## config.mk

```make
export PLATFORM = sky130hd
export DESIGN_NAME = key_reg_file
export DESIGN_NICKNAME = d
export VERILOG_FILES = /design/src/rtl/key_pkg.sv /design/src/rtl/key_word_loader.sv /design/src/rtl/key_reg_file.sv
export SDC_FILE = /design/constraint.sdc
export NUM_CORES = 2
export LEC_CHECK = 0
export BUFFER_PORTS_ARGS = -buffer_cell sky130_fd_sc_hd__clkbuf_2
export CAP_MARGIN = 20
export CORE_ASPECT_RATIO = 1.25
export CORE_MARGIN = 1.5
export CORE_UTILIZATION = 45
export CTS_CLUSTER_SIZE = 24
export DETAILED_ROUTE_END_ITERATION = 6
export PLACE_DENSITY = 0.76
export SLEW_MARGIN = 20
export SYNTH_ARGS = -nofsm -noshare
export SYNTH_HDL_FRONTEND = slang
export SYNTH_SLANG_ARGS = --single-unit
```

## constraint.sdc

```tcl
create_clock -name clk -period 2.6 [get_ports clk]
set_clock_uncertainty 0.1 [all_clocks]
set_input_delay 0.26 -clock clk [delete_from_list [all_inputs] [get_ports clk]]
set_output_delay 0.26 -clock clk [all_outputs]
set_load 0.005 [all_outputs]
```

## src/rtl/key_pkg.sv

```systemverilog
// Shared definitions for the key register file slice.
//   - default key/word widths
//   - loader FSM state encodings (legacy-compatible constants)
//   - half-select constants
package key_pkg;

  localparam int KEY_WIDTH_DEF  = 512;
  localparam int WORD_WIDTH_DEF = 32;

  localparam logic [1:0] IDLE   = 2'b00;
  localparam logic [1:0] LOAD   = 2'b01;
  localparam logic [1:0] COMMIT = 2'b10;

  localparam logic SEL_LOWER = 1'b0;
  localparam logic SEL_UPPER = 1'b1;

endpackage

```

## src/rtl/key_word_loader.sv

```systemverilog
// Host-side word loader: collects NUM_WORDS words of WORD_WIDTH bits into a
// staging register, then presents the full half for a one-cycle commit.
// Ports:
//   clk, rst       clock, synchronous active-high reset
//   key_clear      zeroise staging, force IDLE
//   load_start     begin (or restart) a load of half load_sel
//   load_sel       target half, latched on load_start
//   load_word      key word, word 0 lands in the LSBs
//   load_valid     load_word is valid
//   load_ready     a word is accepted this cycle (LOAD state)
//   commit_stb     high for the single COMMIT cycle
//   commit_sel     half being committed
//   commit_data    staged key half
module key_word_loader
  import key_pkg::*;
#(
  parameter int KEY_WIDTH  = KEY_WIDTH_DEF,
  parameter int WORD_WIDTH = WORD_WIDTH_DEF
) (
  input  logic                  clk,
  input  logic                  rst,
  input  logic                  key_clear,
  input  logic                  load_start,
  input  logic                  load_sel,
  input  logic [WORD_WIDTH-1:0] load_word,
  input  logic                  load_valid,
  output logic                  load_ready,
  output logic                  commit_stb,
  output logic                  commit_sel,
  output logic [KEY_WIDTH-1:0]  commit_data
);

  localparam int NUM_WORDS = KEY_WIDTH / WORD_WIDTH;
  localparam int CNT_W     = $clog2(NUM_WORDS) + 1;

  logic [1:0]           state_q, state_d;
  logic [CNT_W-1:0]     cnt_q, cnt_d;
  logic                 sel_q, sel_d;
  logic [KEY_WIDTH-1:0] stg_q, stg_d;

  always_comb begin
    state_d = state_q;
    cnt_d   = cnt_q;
    sel_d   = sel_q;
    stg_d   = stg_q;
    if (key_clear) begin
      state_d = IDLE;
      cnt_d   = '0;
      stg_d   = '0;
    end else begin
      case (state_q)
        IDLE: begin
          if (load_start) begin
            sel_d   = load_sel;
            cnt_d   = '0;
            stg_d   = '0;
            state_d = LOAD;
          end
        end
        LOAD: begin
          // A restart takes precedence over a word presented in the same cycle.
          if (load_start) begin
            sel_d = load_sel;
            cnt_d = '0;
            stg_d = '0;
          end else if (load_valid) begin
            for (int unsigned k = 0; k < NUM_WORDS; k++) begin
              if (cnt_q == CNT_W'(k)) stg_d[k*WORD_WIDTH +: WORD_WIDTH] = load_word;
            end
            cnt_d = cnt_q + CNT_W'(1);
            if (cnt_q == CNT_W'(NUM_WORDS - 1)) state_d = COMMIT;
          end
        end
        COMMIT:  state_d = IDLE;
        default: state_d = IDLE;
      endcase
    end
  end

  always_ff @(posedge clk) begin
    if (rst) begin
      state_q <= IDLE;
      cnt_q   <= '0;
      sel_q   <= SEL_LOWER;
      stg_q   <= '0;
    end else begin
      state_q <= state_d;
      cnt_q   <= cnt_d;
      sel_q   <= sel_d;
      stg_q   <= stg_d;
    end
  end

  assign load_ready  = (state_q == LOAD);
  assign commit_stb  = (state_q == COMMIT);
  assign commit_sel  = sel_q;
  assign commit_data = stg_q;

endmodule

```

## src/rtl/key_reg_file.sv

```systemverilog
// 1024-bit key store as two KEY_WIDTH halves, responder to the XOR engine's
// register-file interface, with a word loader and zeroisation.
// Ports:
//   clk, rst            clock, synchronous active-high reset
//   reg_file_rw         1 = direct write of reg_file_data_in, 0 = read
//   reg_file_sel        half select (0 lower, 1 upper)
//   reg_file_data_in    direct write data
//   reg_file_data_out   registered read data (1-cycle latency)
//   load_*              word loader handshake and status pulses
//   key_clear           zeroise halves, staging, valid flags and read data
//   key_valid           per-half valid flags
module key_reg_file
  import key_pkg::*;
#(
  parameter int KEY_WIDTH  = KEY_WIDTH_DEF,
  parameter int WORD_WIDTH = WORD_WIDTH_DEF
) (
  input  logic                  clk,
  input  logic                  rst,
  input  logic                  reg_file_rw,
  input  logic                  reg_file_sel,
  input  logic [KEY_WIDTH-1:0]  reg_file_data_in,
  output logic [KEY_WIDTH-1:0]  reg_file_data_out,
  input  logic                  load_start,
  input  logic                  load_sel,
  input  logic [WORD_WIDTH-1:0] load_word,
  input  logic                  load_valid,
  output logic                  load_ready,
  output logic                  load_done,
  output logic                  load_err,
  input  logic                  key_clear,
  output logic [1:0]            key_valid
);

  logic                 commit_stb;
  logic                 commit_sel;
  logic [KEY_WIDTH-1:0] commit_data;

  logic [KEY_WIDTH-1:0] half_q [2];
  logic [KEY_WIDTH-1:0] half_d [2];
  logic [1:0]           valid_q, valid_d;
  logic [KEY_WIDTH-1:0] rd_q, rd_d;
  logic                 done_q, done_d;
  logic                 err_q, err_d;

  key_word_loader #(
    .KEY_WIDTH  (KEY_WIDTH),
    .WORD_WIDTH (WORD_WIDTH)
  ) u_loader (
    .clk         (clk),
    .rst         (rst),
    .key_clear   (key_clear),
    .load_start  (load_start),
    .load_sel    (load_sel),
    .load_word   (load_word),
    .load_valid  (load_valid),
    .load_ready  (load_ready),
    .commit_stb  (commit_stb),
    .commit_sel  (commit_sel),
    .commit_data (commit_data)
  );

  always_comb begin
    half_d  = half_q;
    valid_d = valid_q;
    rd_d    = rd_q;
    done_d  = 1'b0;
    err_d   = 1'b0;
    if (key_clear) begin
      half_d[0] = '0;
      half_d[1] = '0;
      valid_d   = '0;
      rd_d      = '0;
    end else begin
      // Reads sample the pre-update contents, so same-cycle writes show up next read.
      if (!reg_file_rw) rd_d = half_q[reg_file_sel];
      if (commit_stb) begin
        if (reg_file_rw && (reg_file_sel == commit_sel)) begin
          err_d = 1'b1;
        end else begin
          half_d[commit_sel]  = commit_data;
          valid_d[commit_sel] = 1'b1;
          done_d              = 1'b1;
        end
      end
      if (reg_file_rw) begin
        half_d[reg_file_sel]  = reg_file_data_in;
        valid_d[reg_file_sel] = 1'b1;
      end
    end
  end

  always_ff @(posedge clk) begin
    if (rst) begin
      half_q[0] <= '0;
      half_q[1] <= '0;
      valid_q   <= '0;
      rd_q      <= '0;
      done_q    <= 1'b0;
      err_q     <= 1'b0;
    end else begin
      half_q[0] <= half_d[0];
      half_q[1] <= half_d[1];
      valid_q   <= valid_d;
      rd_q      <= rd_d;
      done_q    <= done_d;
      err_q     <= err_d;
    end
  end

  assign reg_file_data_out = rd_q;
  assign key_valid         = valid_q;
  assign load_done         = done_q;
  assign load_err          = err_q;

endmodule
```

* Word level (Yosys, flattened, before mapping) *
Index checks and enable logic that the tools add are counted.

storage, ports and cells
  bits in registers = 2060
  output and inout port bits = 517
  word-level logic and storage cells = 161

cells by class
  add/subtract/negate cells = 1
  order comparisons = 8
  equal/unequal tests = 39
  muxes and demuxes = 52
  bitwise operators = 6
  reductions and logical operators = 30

operators by type and width
  cell                                                    count
  two-way mux 1024 bit                                    4
  two-way mux 512 bit                                     8
  bitwise mux 1024 bit                                    2
  demux 512 bit (select 1 bit)                            2
  one-hot mux 512 bit (2 select lines)                    1
  two-way mux 32 bit                                      16
  AND reduction 4 bit                                     17
  inequality test 3 x 2 -> 1 bit (second input constant)  16
  equality test 5 x 4 -> 1 bit (second input constant)    8
  equality test 5 x 3 -> 1 bit (second input constant)    4
  two-way mux 2 bit                                       8
  two-way mux 5 bit                                       3
  equality test 5 x 2 -> 1 bit (second input constant)    2
  one-hot mux 5 bit (2 select lines)                      1
  inequality test 2 bit (second input constant)           3
  AND reduction 3 bit                                     2
  adder 5 x 1 -> 5 bit (second input constant)            1
  equality test 5 x 1 -> 1 bit (second input constant)    1
  logical AND 1 bit                                       5
  logical NOT 5 bit                                       1
  >= comparator 2 bit (second input constant)             2
  < comparator 1 x 2 -> 1 bit (second input constant)     2
  < comparator 2 x 1 -> 1 bit (second input constant)     2
  two-way mux 1 bit                                       4
  other kinds (15)                                        21

* Logic depth before layout (Yosys ltp) *
  word-level depth = 11
  gate-level depth with buffers = 8
  mapped depth without buffers = 6

* Hierarchy *
A second synthesis with hierarchy kept.

unflattened totals
  cells, all modules = 8346
  area, all modules = 84340.9 sq um

modules (own cells, without submodules)
  module           instances  cells an instance  area each (sq um)
  key_reg_file     1          6829               66212.3
  key_word_loader  1          1517               18128.6

* Least setup slack after synthesis *
OpenSTA, ideal clock, no wires.

  path type = reg-to-reg
  start point = reg u_loader.cnt_q[0]
  end point = reg u_loader.stg_q[454] (netlist: u_loader.commit_data[454])
  setup time = 0.069 ns
  data arrival time = 1.691 ns
  data required time = 2.431 ns
  path slack = 0.740 ns
  stages on the path, launching flop included = 7
  path buffers = 1
  cells stage by stage = dfxtp_1 inv_1 ha_1 and4b_1 a211oi_1 buf_4 o2bb2ai_2

between the ends
  word-level cells in the longest chain between the ends = 3

ends and longest elaborated chain
  what                                             RTL line               source
  start, declared                                  key_word_loader.sv:37  logic [CNT_W-1:0] cnt_q, cnt_d;
  start signal, assigned                           key_word_loader.sv:88  cnt_q <= cnt_d;
  equality test 5 x 4 -> 1 bit                     key_word_loader.sv:68  if (cnt_q == CNT_W'(k)) stg_d[k*WORD_WIDTH +: WORD_WIDTH] = load_word;
  inequality test 3 x 2 -> 1 bit (no source line)  -
  AND reduction 4 bit (no source line)             -
  end signal, assigned                             key_word_loader.sv:90  stg_q <= stg_d;
  end, declared                                    key_word_loader.sv:39  logic [KEY_WIDTH-1:0] stg_q, stg_d;

No other way between the ends.
A chain may end at the register's enable or synchronous reset.

* Worst setup path after layout *
  start point = reg u_loader.state_q[0]
  end point = out load_ready

between the ends
  word-level cells in the longest chain between the ends = 1

ends and longest elaborated chain
  what                          RTL line               source
  start, declared               key_word_loader.sv:36  logic [1:0] state_q, state_d;
  start signal, assigned        key_word_loader.sv:87  state_q <= state_d;
  equality test 2 x 1 -> 1 bit  key_word_loader.sv:94  assign load_ready = (state_q == LOAD);
  end, declared                 key_reg_file.sv:28     output logic load_ready,

No other way between the ends.

==> results.cfg <==
[status]
status = finished with violations
violations = DRC

[worst_setup_path]
start_kind = flip-flop
crit_type = reg -> out
cp-end-kind = output pin
rr_worst_depth = 6
crit_required_ns = 2.24
arrival_ns = 2.06
critPathMaxFanout = 8

[detailed_routing]
drt_wl_total_um = 339000
drtIter0Drc = 9343
ant_nets = 0
wl_per_cell_um = 25.9
post-route-drc-count = 12
via_per_inst = 6.09
drtPass1Iterations = 7
dr_total_vias = 79738

[power]
irDropWorstVdd_uv = 647
pwr_density_cell_nw_per_um2 = 653
power.leakage_nw = 39.2

[clock_network]
cts_buffers = 195
ctsLongestPathBuffers = 3
clk_pin_slew_ns = 0.07
cts_tree = yes
postCtsSetupBuffers = 0
cts_sinks = 2060
clk_latency_ns = 0.87
cts_root_buf = clkbuf_16
ctsHtreeMaxLevel = 4

[grt]
grt_pass1_vias = 75215
grt_overflow_total = 0
antenna_found_initial = 92
grt_usage_pct = 34.7
grt_pass1_wl_um = 488000
grt_max_degree = 152

[synthesis]
synth_edf_count = 0
synth-seq-area-share_pct = 49.9
postSynthAreaPerCell_um2 = 8.93
async_flop_share_pct = 0
synthAdderAreaFrac_pct = 0.0757
synth-compound-area-share_pct = 19.9
syn-num-nets = 9820
synth_xor_area_share_pct = 0.0106
synth_top_area_cell = dfxtp_1
synth_area_leaders = dfxtp_1 50%, nand2_1 9.5%, a31oi_1 7.8%
synth_area_um2 = 82700
yosys.area_share.simple_pct = 12.5
synth-main-ff-cell = dfxtp_1
synth_warnings = 0
post-synth-top-area-fraction_pct = 49.9
synth_seq_cells = 2060
syn_inst = 9263
synth_top_family_by_area = compound AO/OA/AOI/OAI gates
yosysUniqueCellTypes = 44
synthMuxAreaShare_pct = 13.2

[floorplanning]
start_util_pct = 45.4
coreArea_um2 = 182000
ioPinCount = 1069
die_x_um = 386
die_area_um2 = 186000
die_h_um = 482
rows = 175

[timing]
hold_viol_final = 0
hold_slack_ns = 0.0770
setup_violations = 0
setup_tns_ns = 0
finalCritPeriodShare_pct = 93.1
slew_headroom_pct = 31.3
finalMaxSlewViolations = 0
fin_crit_ns = 2.42
finalWorstSetupSlack_ns = 0.178
timing.fmax_ghz = 0.413
grt_setup_unrepaired = false
worst_slew_pin_slew_ns = 1.03

[job]
maxCapViolations = 0

[placed_design]
place_ws_ns = 0.131
dp_hpwl_um = 218000
portBuffers = 1068
place_congestion = 0.881

[hold_path]
hold_class = in -> reg
hold-path-cell-count = 4

[finish]
final_common_cell = nand2_1
syn_to_final_growth_pct = 25.3
final_cell_mix = 2084 x nand2_1, 2060 x dfxtp_1, 1066 x clkbuf_2
fin_nets = 11009
final_util_pct = 56.9
nFillCells = 15097
drive_gt1_share_pct = 21.4
-- what timing repair did --
item                                   in CTS  in global routing
endpoints found under the hold margin    1283                  0
hold buffers                              543                  0
setup endpoints to repair                   1                  0
gates resized for setup                     1                  0
-- cell usage after synthesis (2+ instances only) --
cell and instances:
and2_1 32, o2bb2ai_2 30, and4_1 4, ha_1 5, buf_4 8, a21oi_1 8, nand2b_1 5, nand4_1 4
buf_1 71, mux2_2 512, inv_1 8, nor4_2 6, nand3_1 2, and3b_1 2, a211oi_1 7, nand2_1 2086
nor3b_1 2, a31oi_1 1025, o21ai_0 1028, nor2b_1 2, nor2_1 515, mux2i_1 513, or4_1 2, o2bb2ai_1 162
dfxtp_1 2060, buf_2 192, a211oi_2 10, and4b_1 4, nand3b_1 2, a22o_1 320, clkbuf_1 620, nor3_1 4
-- logic make-up after synthesis --
kind of cell,after synthesis
compound gates,2592
xor+xnor,1
fa+ha+maj,5
buf+inv,901
flops,2060
mux,1025
simple gates,2679
-- report_power, final --
| group | internal, mW | switching, mW |
|---|---|---|
| sequential | 32.2 | 0.325 |
| combinational | 2.29 | 3.42 |
| clock | 16.4 | 13.0 |
-- layer usage --
metal	part of all wire, %	global-route usage, %	routed length [um]	up-vias
met5	0.071	0	240	-
met4	7.9	24.0	26900	38
met3	12	9.09	40400	1140
met2	44	53.7	149000	5431
met1	36	42.0	123000	38043
li1	-	-	-	35086
-- state kept, by name, summed over array words and instances (netlist names) --
name                  flops
u_loader.commit_data    512
key_valid                 2
half_q                 1024
u_loader.cnt_q            5
load_done                 1
u_loader.commit_sel       1
load_err                  1
reg_file_data_out       512
u_loader.state_q          2
-- worst max-delay path: stages, from the launching register on --
cell,delay [ns]
dfxtp_1,0.47
nor2b_2,0.39
buf_4,0.24
clkbuf_2,0.13
-- final cells by class --
type                       instances  area [um^2]  share of cell area [%]
clock buffer                     294         5820                    5.61
multi-input combinational       6302        38100                    36.8
clock inverter                    67          767                   0.740
sequential                      2060        41200                    39.8
tap                             2389         2990                    2.89
timing repair buffer            1884        14500                    14.0
inverter                           9         33.8                  0.0326
antenna                           82          205                   0.198
-- worst paths after layout --
check                           slack (ns)                      start                        end
worst max-delay path                  0.18        u_loader.state_q[0]                 load_ready
worst min-delay path                  0.08              load_word[30]  u_loader.commit_data[446]
worst max register to register        0.18          u_loader.cnt_q[1]   u_loader.commit_data[39]
worst min register to register        0.34  u_loader.commit_data[267]                half_q[779]
-- through the flow --
| step | total power, mW | cells | instance area [um^2] |
|---|---|---|---|
| 2_1_floorplan | 35.7 | 9263 | 82700 |
| 3_3_place_gp | 37.8 | 12101 | 91400 |
| 3_5_place_dp | 37.9 | 12101 | 91400 |
| 4_1_cts | 67.5 | 13005 | 103000 |
| 5_1_grt | 69.3 | 13045 | 103000 |
| 6_report | 67.7 | 13087 | 104000 |
(Power assumes the default switching activity.)
